### src/rtl/decode_queue.sv
// Fetch-to-decode circular queue presenting its head entry pre-decoded (RV32I fields + immediate).
// Optional DECODE_ILLEGAL_CHK_EN adds the IllegalD output flagging unsupported opcodes.
module decode_queue #(
  parameter  int XLEN  = 32,
  parameter  int DEPTH = 2,
  localparam int PTR_W = $clog2(DEPTH)
) (
  input  logic             clk,
  input  logic             rst,
  input  logic [31:0]      instrF,
  input  logic [XLEN-1:0]  PCF,
  input  logic             validF,
  output logic             readyF,
  input  logic             FlushD,
  input  logic             readyD,
  output logic             validD,
  output logic [31:0]      instrD,
  output logic [XLEN-1:0]  PCD,
  output logic [4:0]       Rs1D,
  output logic [4:0]       Rs2D,
  output logic [4:0]       RdD,
  output logic [6:0]       OP,
  output logic [2:0]       funct3,
  output logic [6:0]       funct77,
  output logic             funct7,
  output logic [XLEN-1:0]  ImmExtD,
  output logic [PTR_W:0]   count
`ifdef DECODE_ILLEGAL_CHK_EN
  ,
  output logic             IllegalD
`endif
);

  localparam logic [31:0]    NOP  = 32'h0000_0013;
  localparam logic [PTR_W:0] FULL = (PTR_W + 1)'(DEPTH);

  logic [31:0]     instr_q [DEPTH];
  logic [XLEN-1:0] pc_q    [DEPTH];
  logic [PTR_W-1:0] wr_ptr_q, wr_ptr_d;
  logic [PTR_W-1:0] rd_ptr_q, rd_ptr_d;
  logic [PTR_W:0]   count_q, count_d;
  logic             push, pop;
  logic [31:0]      imm32;

  assign readyF = (count_q != FULL);
  assign validD = (count_q != '0);
  assign count  = count_q;

  // A redirect suppresses both handshakes so the dropped instruction never lands.
  assign push = validF && readyF && !FlushD;
  assign pop  = validD && readyD && !FlushD;

  always_comb begin
    // NOTE: every comb output gets a default first so no path infers a latch.
    wr_ptr_d = wr_ptr_q;
    rd_ptr_d = rd_ptr_q;
    count_d  = count_q;
    if (FlushD) begin
      wr_ptr_d = '0;
      rd_ptr_d = '0;
      count_d  = '0;
    end else begin
      if (push) wr_ptr_d = wr_ptr_q + 1'b1;
      if (pop)  rd_ptr_d = rd_ptr_q + 1'b1;
      case ({push, pop})
        2'b10:   count_d = count_q + 1'b1;
        2'b01:   count_d = count_q - 1'b1;
        default: count_d = count_q;
      endcase
    end
  end

  always_ff @(posedge clk or posedge rst) begin
    if (rst) begin
      wr_ptr_q <= '0;
      rd_ptr_q <= '0;
      count_q  <= '0;
    end else begin
      wr_ptr_q <= wr_ptr_d;
      rd_ptr_q <= rd_ptr_d;
      count_q  <= count_d;
    end
  end

  // NOTE: storage is deliberately left unreset; count gates every read of it.
  always_ff @(posedge clk) begin
    if (push) begin
      instr_q[wr_ptr_q] <= instrF;
      pc_q[wr_ptr_q]    <= PCF;
    end
  end

  assign instrD  = validD ? instr_q[rd_ptr_q] : NOP;
  assign PCD     = validD ? pc_q[rd_ptr_q]    : '0;
  assign Rs1D    = instrD[19:15];
  assign Rs2D    = instrD[24:20];
  assign RdD     = instrD[11:7];
  assign OP      = instrD[6:0];
  assign funct3  = instrD[14:12];
  assign funct77 = instrD[31:25];
  assign funct7  = instrD[30];

  always_comb begin
    imm32 = '0;
    case (OP)
      7'b0010011, 7'b0000011, 7'b1100111:
        imm32 = {{20{instrD[31]}}, instrD[31:20]};
      7'b0100011:
        imm32 = {{20{instrD[31]}}, instrD[31:25], instrD[11:7]};
      7'b1100011:
        imm32 = {{19{instrD[31]}}, instrD[31], instrD[7], instrD[30:25], instrD[11:8], 1'b0};
      7'b0110111, 7'b0010111:
        imm32 = {instrD[31:12], 12'b0};
      7'b1101111:
        imm32 = {{11{instrD[31]}}, instrD[31], instrD[19:12], instrD[20], instrD[30:21], 1'b0};
      default:
        imm32 = '0;
    endcase
  end

  assign ImmExtD = XLEN'($signed(imm32));

`ifdef DECODE_ILLEGAL_CHK_EN
  logic op_known;
  always_comb begin
    op_known = OP inside {7'b0110011, 7'b0010011, 7'b0000011, 7'b0100011, 7'b1100011,
                          7'b1101111, 7'b1100111, 7'b0110111, 7'b0010111, 7'b0001111,
                          7'b1110011};
  end
  assign IllegalD = validD && ((instrD[1:0] != 2'b11) || !op_known);
`endif

endmodule
### config.mk
export PLATFORM = sky130hd
export DESIGN_NAME = decode_queue
export DESIGN_NICKNAME = d
export VERILOG_FILES = /design/src/rtl/decode_queue.sv
export SDC_FILE = /design/constraint.sdc
export NUM_CORES = 1
export LEC_CHECK = 0
export BUFFER_PORTS_ARGS = -buffer_cell sky130_fd_sc_hd__buf_2
export CAP_MARGIN = 30
export CORE_MARGIN = 3
export CORE_UTILIZATION = 54
export DETAILED_ROUTE_END_ITERATION = 8
export PLACE_DENSITY = 0.85
export SLEW_MARGIN = 15
export SYNTH_ARGS = -nofsm -noshare
export SYNTH_HDL_FRONTEND = slang
export SYNTH_SLANG_ARGS = --single-unit
### constraint.sdc
create_clock -name clk -period 15.1 [get_ports clk]
set_clock_uncertainty 0.15 [all_clocks]
set_input_delay 3.02 -clock clk [delete_from_list [all_inputs] [get_ports clk]]
set_output_delay 3.02 -clock clk [all_outputs]
set_load 0.01 [all_outputs]
==> run_summary.xml, run 1 <==
<?xml version="1.0" encoding="UTF-8"?>
<metrics>
  <group name="routing">
    <metric name="drc" unit="">0</metric>
    <metric name="wl_per_cell" unit="µm">17.50</metric>
    <metric name="drt_first_iter_violations" unit="">259</metric>
    <metric name="via_count" unit="">3872</metric>
    <metric name="antenna_violating_nets_left" unit="">0</metric>
    <metric name="detail_route.first_pass.iterations" unit="">4</metric>
    <metric name="viasPerCell" unit="">5.333</metric>
    <metric name="totalWireLength" unit="µm">12710</metric>
  </group>
  <group name="global_routing">
    <metric name="global_route.usage.met3" unit="%">6.577</metric>
    <metric name="grt_antenna_before_repair" unit="">1</metric>
    <metric name="first_global_vias" unit="">3683</metric>
    <metric name="grt_overflow" unit="">0</metric>
    <metric name="grt_busiest_layer" unit="">met2</metric>
    <metric name="gr_util_all_layers" unit="%">20.63</metric>
    <metric name="grt_first_pass_wirelength" unit="µm">18500</metric>
    <metric name="grt_max_degree" unit="">71</metric>
    <metric name="global_route.usage.met2" unit="%">35.75</metric>
    <metric name="gr_met1_demand_resource" unit="%">23.99</metric>
  </group>
  <group name="cts">
    <metric name="h-tree-depth" unit="">4</metric>
    <metric name="tritoncts" unit="">done</metric>
    <metric name="ctsRootBufferMaster" unit="">sky130_fd_sc_hd__clkbuf_8</metric>
    <metric name="post_cts_resize_count" unit="">0</metric>
    <metric name="clock_latency" unit="ps">490</metric>
    <metric name="postCtsHoldBufs" unit="">0</metric>
    <metric name="clock_tree.buffer_depth" unit="">2</metric>
    <metric name="cts_made_buffers" unit="">17</metric>
    <metric name="cts.sink_count" unit="">132</metric>
    <metric name="cts_post_setup_buffers_inserted" unit="">0</metric>
    <metric name="cts.reportedPaths.clkPinSlew" unit="ps">60</metric>
  </group>
  <group name="worst_hold_path">
    <metric name="class_of_the_worst_hold_path" unit="">flop to flop</metric>
    <metric name="whs_endpoint" unit="">wr_ptr_q</metric>
    <metric name="hold_start" unit="">wr_ptr_q</metric>
    <metric name="cells_on_worst_hold_path" unit="">2</metric>
  </group>
  <group name="sta">
    <metric name="period_minus_ws_final" unit="ps">6651</metric>
    <metric name="worst-slew-pin-transition" unit="ps">844.8</metric>
    <metric name="grt_setup_unrepaired" unit="">no</metric>
    <metric name="highest_clock_frequency_the_design_can_meet" unit="GHz">0.1504</metric>
    <metric name="setup_tns" unit="ps">0</metric>
    <metric name="hold-worst-slack" unit="ps">442.7</metric>
    <metric name="finalMaxSlewViolations" unit="">0</metric>
    <metric name="worst_slew_margin_rel" unit="%">43.68</metric>
    <metric name="setup-violations-final" unit="">0</metric>
    <metric name="final.setup.worst_slack" unit="ps">8449</metric>
    <metric name="min_period_over_period" unit="%">44.04</metric>
    <metric name="hold_viol" unit="">0</metric>
  </group>
  <group name="run_status">
    <metric name="status" unit="">finished, final reports clean</metric>
  </group>
  <group name="critical_path">
    <metric name="worst_ep_arrival_time" unit="ps">3480</metric>
    <metric name="crit_path_max_cell_delay" unit="ps">620</metric>
    <metric name="critical-path-top-cell-by-count" unit="">sky130_fd_sc_hd__o21ai_1</metric>
    <metric name="regToRegSetupSlack" unit="ps">12750</metric>
    <metric name="timing.critical_path.from_type" unit="">flop</metric>
    <metric name="crit_path_end_kind" unit="">output port</metric>
    <metric name="worstPathCellList" unit="">nor2_4, buf_4, inv_1, o211ai_2, nor2_1, o21ai_1, o21ai_1, buf_2</metric>
    <metric name="cp_slowest_cell" unit="">sky130_fd_sc_hd__o21ai_1</metric>
    <metric name="timing.rr.end" unit="">rd_ptr_q</metric>
    <metric name="rr_worst_depth" unit="">6</metric>
    <metric name="critical_path_peak_fanout" unit="">70</metric>
    <metric name="setup.worst_path.class" unit="">flop to output port</metric>
    <metric name="worstReg2RegStart" unit="">count[0]</metric>
    <metric name="required_time_at_the_endpoint_of_the_critical_path" unit="ps">11930</metric>
  </group>
  <group name="yosys">
    <metric name="synthesis.instances" unit="">406</metric>
    <metric name="syn_area_per_cell" unit="µm²">14.30</metric>
    <metric name="synthFlopType" unit="">sky130_fd_sc_hd__edfxtp_1</metric>
    <metric name="mappedNetlistArea" unit="mm²">0.005807</metric>
    <metric name="yosys_warnings" unit="">0</metric>
    <metric name="synth-seq-cells" unit="">132</metric>
    <metric name="yosys.cell_types.count" unit="">45</metric>
    <metric name="netlist.top_cell.by_area" unit="">sky130_fd_sc_hd__edfxtp_1</metric>
    <metric name="synth_most_common_cell" unit="">sky130_fd_sc_hd__edfxtp_1</metric>
    <metric name="synth_top_cells_by_count" unit="">sky130_fd_sc_hd__edfxtp_1, sky130_fd_sc_hd__nor2_1, sky130_fd_sc_hd__mux2i_1</metric>
    <metric name="async_flop_share" unit="%">3.030</metric>
    <metric name="seq_area_frac_synth" unit="%">67.92</metric>
    <metric name="count_of_flip_flops_with_a_built_in_enable_after_synthesis" unit="">128</metric>
    <metric name="post_synth_main_area_contributors" unit="">sky130_fd_sc_hd__edfxtp_1, sky130_fd_sc_hd__mux2i_1, sky130_fd_sc_hd__buf_4</metric>
    <metric name="synth_fp_nets" unit="">475</metric>
    <metric name="synth_largest_type_area_fraction" unit="%">66.19</metric>
  </group>
  <group name="cells_and_area">
    <metric name="final-instance-count-excl-fill" unit="">726</metric>
    <metric name="stdcell_area" unit="mm²">0.007222</metric>
    <metric name="area_delta_synth_final" unit="%">24.37</metric>
    <metric name="final_layout_size_suffix_gt1_share" unit="%">44.92</metric>
    <metric name="fin_util" unit="%">69.64</metric>
    <metric name="filler_cell_count" unit="">709</metric>
    <metric name="num_antenna_cells" unit="">0</metric>
    <metric name="finalNetCount" unit="">648</metric>
  </group>
  <group name="power">
    <metric name="total_leakage_power" unit="nW">3.000</metric>
    <metric name="post-layout-total-power" unit="mW">0.9071</metric>
    <metric name="peakVddDrop" unit="V">0.00007348</metric>
    <metric name="power.density_cell_area" unit="mW/mm²">125.6</metric>
  </group>
  <group name="placed_design">
    <metric name="dp_slack" unit="ps">8998</metric>
    <metric name="port-buffer-count" unit="">201</metric>
    <metric name="place.detailed.instances" unit="">696</metric>
    <metric name="gpl.final_weighted_congestion" unit="">0.8537</metric>
    <metric name="postPlaceCellArea" unit="mm²">0.006709</metric>
    <metric name="hpwl" unit="µm">8756</metric>
  </group>
  <group name="job">
    <metric name="maxCapViolCount" unit="">0</metric>
  </group>
  <group name="die">
    <metric name="io-pin-count" unit="">202</metric>
    <metric name="floorplan.rows" unit="">37</metric>
    <metric name="initial_utilization" unit="%">56.00</metric>
    <metric name="coreArea" unit="mm²">0.01037</metric>
    <metric name="fp.dieArea" unit="mm²">0.01203</metric>
    <metric name="die_height" unit="µm">109.7</metric>
    <metric name="fp.dieW" unit="µm">109.7</metric>
  </group>
</metrics>
layout by cell type (no fill, tap or decap), drive strengths merged:
| master | n |
|---|---|
| buf | 205 |
| edfxtp | 128 |
| nor2 | 64 |
| mux2i | 51 |
| clkbuf | 20 |
| nand2 | 16 |
| o21ai | 16 |
| inv | 15 |
| mux2 | 13 |
| o31ai | 8 |
| clkinv | 7 |
| o32ai | 5 |
| nor3 | 5 |
| a21oi | 4 |
| dfrtp | 4 |
| a211oi | 4 |
| or2 | 3 |
| xor2 | 2 |
| nand2b | 2 |
| nand3 | 2 |
| clkinvlp | 2 |
| nor3b | 2 |
| nor2b | 1 |
| nand3b | 1 |
| a211o | 1 |
| and3 | 1 |
| and3b | 1 |
| o211ai | 1 |
| a41oi | 1 |
| o21a | 1 |
| or3 | 1 |
| a21boi | 1 |
| a31oi | 1 |
| bufinv | 1 |
final cells by class:
class | instances | area, µm² | share of cell area [%]
repair buffers | 205 | 1056 | 14.62
flip-flops and latches | 132 | 3948 | 54.66
multi-input cells | 208 | 1479 | 20.48
inverters | 15 | 56.30 | 0.7796
clock inverters | 10 | 87.58 | 1.213
well taps | 136 | 170.2 | 2.356
clock buffers | 20 | 425.4 | 5.891
worst max-delay path by stage:
stage,startpoint,to,slack (ps),depth (start not counted)
2_1_floorplan,validF,instr_q[1][0],6580,2
3_3_place_gp,rd_ptr_q,ImmExtD[20],9000,6
3_5_place_dp,count[0],ImmExtD[22],9000,8
4_1_cts,count[0],ImmExtD[22],8440,8
5_1_grt,count[0],ImmExtD[22],8230,8
6_report,count[0],ImmExtD[22],8450,8
where the power goes:
group	switching, mW	internal [mW]
clock	0.137	0.215
sequential	0.00813	0.420
combinational	0.0770	0.0501
metal layers:
layer	wire, µm	up-vias
met5	8	-
li1	-	1794
met2	6454	201
met1	4919	1851
met3	1094	24
met4	230	2
cells by family after synthesis:
logic type	synth area share, %
buf+inv	6.873
xor+xnor	0.3017
flops	67.92
mux	11.66
simple gates	7.520
compound gates	5.732
sequential cells by signal (all words and copies together), names as in the netlist:
signal,count
rd_ptr_q,1
pc_q,64
count,2
instr_q,64
wr_ptr_q,1
critical path, delay by kind of cell, from the launching register on:
family / cells / cell delay [ps]
compound gates: 3 / 1030
buf+inv: 3 / 1230
simple gates: 2 / 240
flops: 1 / 450
No activity file was read; power rests on OpenSTA's default activity.
==> run 2, diff against run 1 <==
Settings changed: CORE_UTILIZATION 54 to 45, PLACE_DENSITY 0.85 to 0.76.
Clock period 15.1 ns to 5.8 ns, I/O delays scaled along.
==> run 2 against run 1 <==
  * Sequential share of layout area decreased by 0.94 points
  * Final cell count up 5.0%
  * Non-clock buffer count rose by 2
  * Critical path type unchanged
  * Critical endpoint is now ImmExtD[26]
==> run_summary.xml, run 2 (synthesis results as in run 1) <==
<?xml version="1.0" encoding="UTF-8"?>
<metrics>
  <group name="run_status">
    <metric name="status" unit="">finished, final reports clean</metric>
  </group>
  <group name="power">
    <metric name="power.density_cell_area" unit="mW/mm²">341.0</metric>
    <metric name="power.share.combinational" unit="%">13.3</metric>
    <metric name="internal-power" unit="mW">1.891</metric>
    <metric name="swShare" unit="%">24.53</metric>
    <metric name="peakVddDrop" unit="V">0.0002451</metric>
    <metric name="power.share.clock" unit="%">42.2</metric>
    <metric name="total_switching_power" unit="mW">0.6146</metric>
    <metric name="total_leakage_power" unit="nW">3.033</metric>
    <metric name="p_seq_share" unit="%">44.5</metric>
  </group>
  <group name="critical_path">
    <metric name="worstReg2RegStart" unit="">count[0]</metric>
    <metric name="crit_path_max_cell_delay" unit="ps">690</metric>
    <metric name="critPathBufInv" unit="">2</metric>
    <metric name="rr_worst_depth" unit="">5</metric>
    <metric name="cp_slowest_cell" unit="">sky130_fd_sc_hd__o21ai_1</metric>
    <metric name="critical-path-top-cell-by-count" unit="">sky130_fd_sc_hd__o21ai_1</metric>
    <metric name="cp_top_family" unit="">compound AO/OA/AOI/OAI gates</metric>
    <metric name="worst-path-stages" unit="">7</metric>
    <metric name="required_time_at_the_endpoint_of_the_critical_path" unit="ps">4490</metric>
    <metric name="crit_path_end_kind" unit="">output port</metric>
    <metric name="timing.critical_path.from_type" unit="">flop</metric>
    <metric name="regToRegSetupSlack" unit="ps">3710</metric>
    <metric name="setup.worst_path.class" unit="">flop to output port</metric>
    <metric name="worstPathCellList" unit="">nor2_4, inv_1, o211ai_2, nor2_1, o21ai_1, o21ai_1, buf_2</metric>
    <metric name="critical_path_peak_fanout" unit="">21</metric>
    <metric name="critical_path_start" unit="">count[0]</metric>
    <metric name="worst_ep_arrival_time" unit="ps">3220</metric>
  </group>
  <group name="global_routing">
    <metric name="grt_max_degree" unit="">51</metric>
    <metric name="first_global_vias" unit="">3986</metric>
    <metric name="gr_util_all_layers" unit="%">19.08</metric>
    <metric name="grt_overflow" unit="">0</metric>
    <metric name="grt_antenna_before_repair" unit="">2</metric>
    <metric name="grt_first_pass_wirelength" unit="µm">20960</metric>
  </group>
  <group name="routing">
    <metric name="detail_route.first_pass.iterations" unit="">4</metric>
    <metric name="totalWireLength" unit="µm">13580</metric>
    <metric name="antenna_violating_nets_left" unit="">0</metric>
    <metric name="wl_per_cell" unit="µm">17.82</metric>
    <metric name="drc" unit="">0</metric>
    <metric name="via_count" unit="">3897</metric>
    <metric name="viasPerCell" unit="">5.114</metric>
    <metric name="drt_first_iter_violations" unit="">252</metric>
  </group>
  <group name="cts">
    <metric name="h-tree-depth" unit="">4</metric>
    <metric name="clock_latency" unit="ps">410</metric>
    <metric name="cts_made_buffers" unit="">17</metric>
    <metric name="postCtsHoldBufs" unit="">0</metric>
    <metric name="cts_post_setup_buffers_inserted" unit="">0</metric>
    <metric name="post_cts_resize_count" unit="">0</metric>
    <metric name="clock_tree.buffer_depth" unit="">2</metric>
    <metric name="tritoncts" unit="">done</metric>
    <metric name="cts.reportedPaths.clkPinSlew" unit="ps">60</metric>
    <metric name="cts.sink_count" unit="">132</metric>
    <metric name="ctsRootBufferMaster" unit="">sky130_fd_sc_hd__clkbuf_16</metric>
  </group>
  <group name="cells_and_area">
    <metric name="fin_util" unit="%">59.69</metric>
    <metric name="layout.cells.most_common" unit="">sky130_fd_sc_hd__buf_2</metric>
    <metric name="final_layout_size_suffix_gt1_share" unit="%">45.53</metric>
    <metric name="area_delta_synth_final" unit="%">26.55</metric>
    <metric name="layout.cells.most_common_list" unit="">sky130_fd_sc_hd__buf_2, sky130_fd_sc_hd__edfxtp_1, sky130_fd_sc_hd__nor2_1</metric>
    <metric name="filler_cell_count" unit="">993</metric>
    <metric name="finalNetCount" unit="">650</metric>
  </group>
  <group name="placed_design">
    <metric name="hpwl" unit="µm">9623</metric>
    <metric name="port-buffer-count" unit="">201</metric>
    <metric name="gpl.final_weighted_congestion" unit="">0.9061</metric>
  </group>
  <group name="worst_hold_path">
    <metric name="class_of_the_worst_hold_path" unit="">primary input to asynchronous set/reset pin</metric>
  </group>
  <group name="sta">
    <metric name="highest_clock_frequency_the_design_can_meet" unit="GHz">0.2207</metric>
    <metric name="hold_viol" unit="">0</metric>
    <metric name="worst_slew_margin_rel" unit="%">43.23</metric>
    <metric name="finalMaxSlewViolations" unit="">0</metric>
    <metric name="grt_setup_unrepaired" unit="">no</metric>
    <metric name="period_minus_ws_final" unit="ps">4531</metric>
    <metric name="worst-slew-pin-transition" unit="ps">845.8</metric>
    <metric name="setup-violations-final" unit="">0</metric>
    <metric name="min_period_over_period" unit="%">78.12</metric>
    <metric name="setup_tns" unit="ps">0</metric>
  </group>
  <group name="die">
    <metric name="io-pin-count" unit="">202</metric>
    <metric name="die_height" unit="µm">119.6</metric>
    <metric name="coreArea" unit="mm²">0.01231</metric>
    <metric name="fp.dieW" unit="µm">119.6</metric>
    <metric name="floorplan.rows" unit="">40</metric>
    <metric name="fp.dieArea" unit="mm²">0.01430</metric>
    <metric name="initial_utilization" unit="%">47.16</metric>
  </group>
  <group name="job">
    <metric name="maxCapViolCount" unit="">0</metric>
  </group>
</metrics>
==> run 2: routing by layer <==
metal	wire (µm)	track usage [%]	share of wire, %	vias up
li1	-	-	-	1811
met1	5309	23.09	39	1878
met2	6938	32.31	51	186
met3	1198	6.598	8.8	20
met4	123	5.798	0.91	2
met5	7	0	0.052	-
==> run 2: worst paths after layout <==
path / to
setup reg to reg: rd_ptr_q
setup / recovery: ImmExtD[26]
hold reg to reg: wr_ptr_q
max in group asynchronous: rd_ptr_q
hold / removal: wr_ptr_q
min in group clk: wr_ptr_q
==> run 2: layout make-up <==
class                      count  area, µm²  share of cell area (%)
sequential                   132       3948                   53.72
tap                          168      210.2                   2.861
timing repair buffer         207       1051                   14.30
clock inverter                14      163.9                   2.231
inverter                      15      56.30                  0.7662
clock buffer                  17      425.4                   5.789
multi-input combinational    208       1491                   20.30
antenna                        1      2.502                 0.03405
==> run 2: worst reg2reg max path, cell delays in order, from the launching register on <==
cell and delay (ps):
sky130_fd_sc_hd__dfrtp_1 460, sky130_fd_sc_hd__nor2_4 490, sky130_fd_sc_hd__inv_1 470, sky130_fd_sc_hd__nand2_1 200
sky130_fd_sc_hd__xor2_1 160, sky130_fd_sc_hd__nor2_1 50
==> run 2: per-stage QoR <==
stage / hold WS, ps / std cells / power, mW / cell area (µm²) / setup slack (ps)
floorplan: 385.3 / 406 / 1.351 / 5817 / 1399
global placement: 450.6 / 730 / 1.463 / 6756 / 1889
detailed placement: 472.5 / 730 / 1.470 / 6756 / 1724
CTS: 469.3 / 761 / 2.520 / 7346 / 1285
global route: 481.2 / 762 / 2.600 / 7348 / 1065
finish: 476.8 / 762 / 2.506 / 7348 / 1269
==> run 2: power by group through the flow <==
| stage | clock network (mW) | registers [mW] | logic [mW] |
|---|---|---|---|
| 2_1_floorplan | 0 | 1.12 | 0.228 |
| 3_3_place_gp | 0 | 1.13 | 0.330 |
| 3_5_place_dp | 0 | 1.14 | 0.335 |
| 4_1_cts | 1.07 | 1.12 | 0.337 |
| 5_1_grt | 1.12 | 1.12 | 0.362 |
| 6_report | 1.06 | 1.12 | 0.333 |
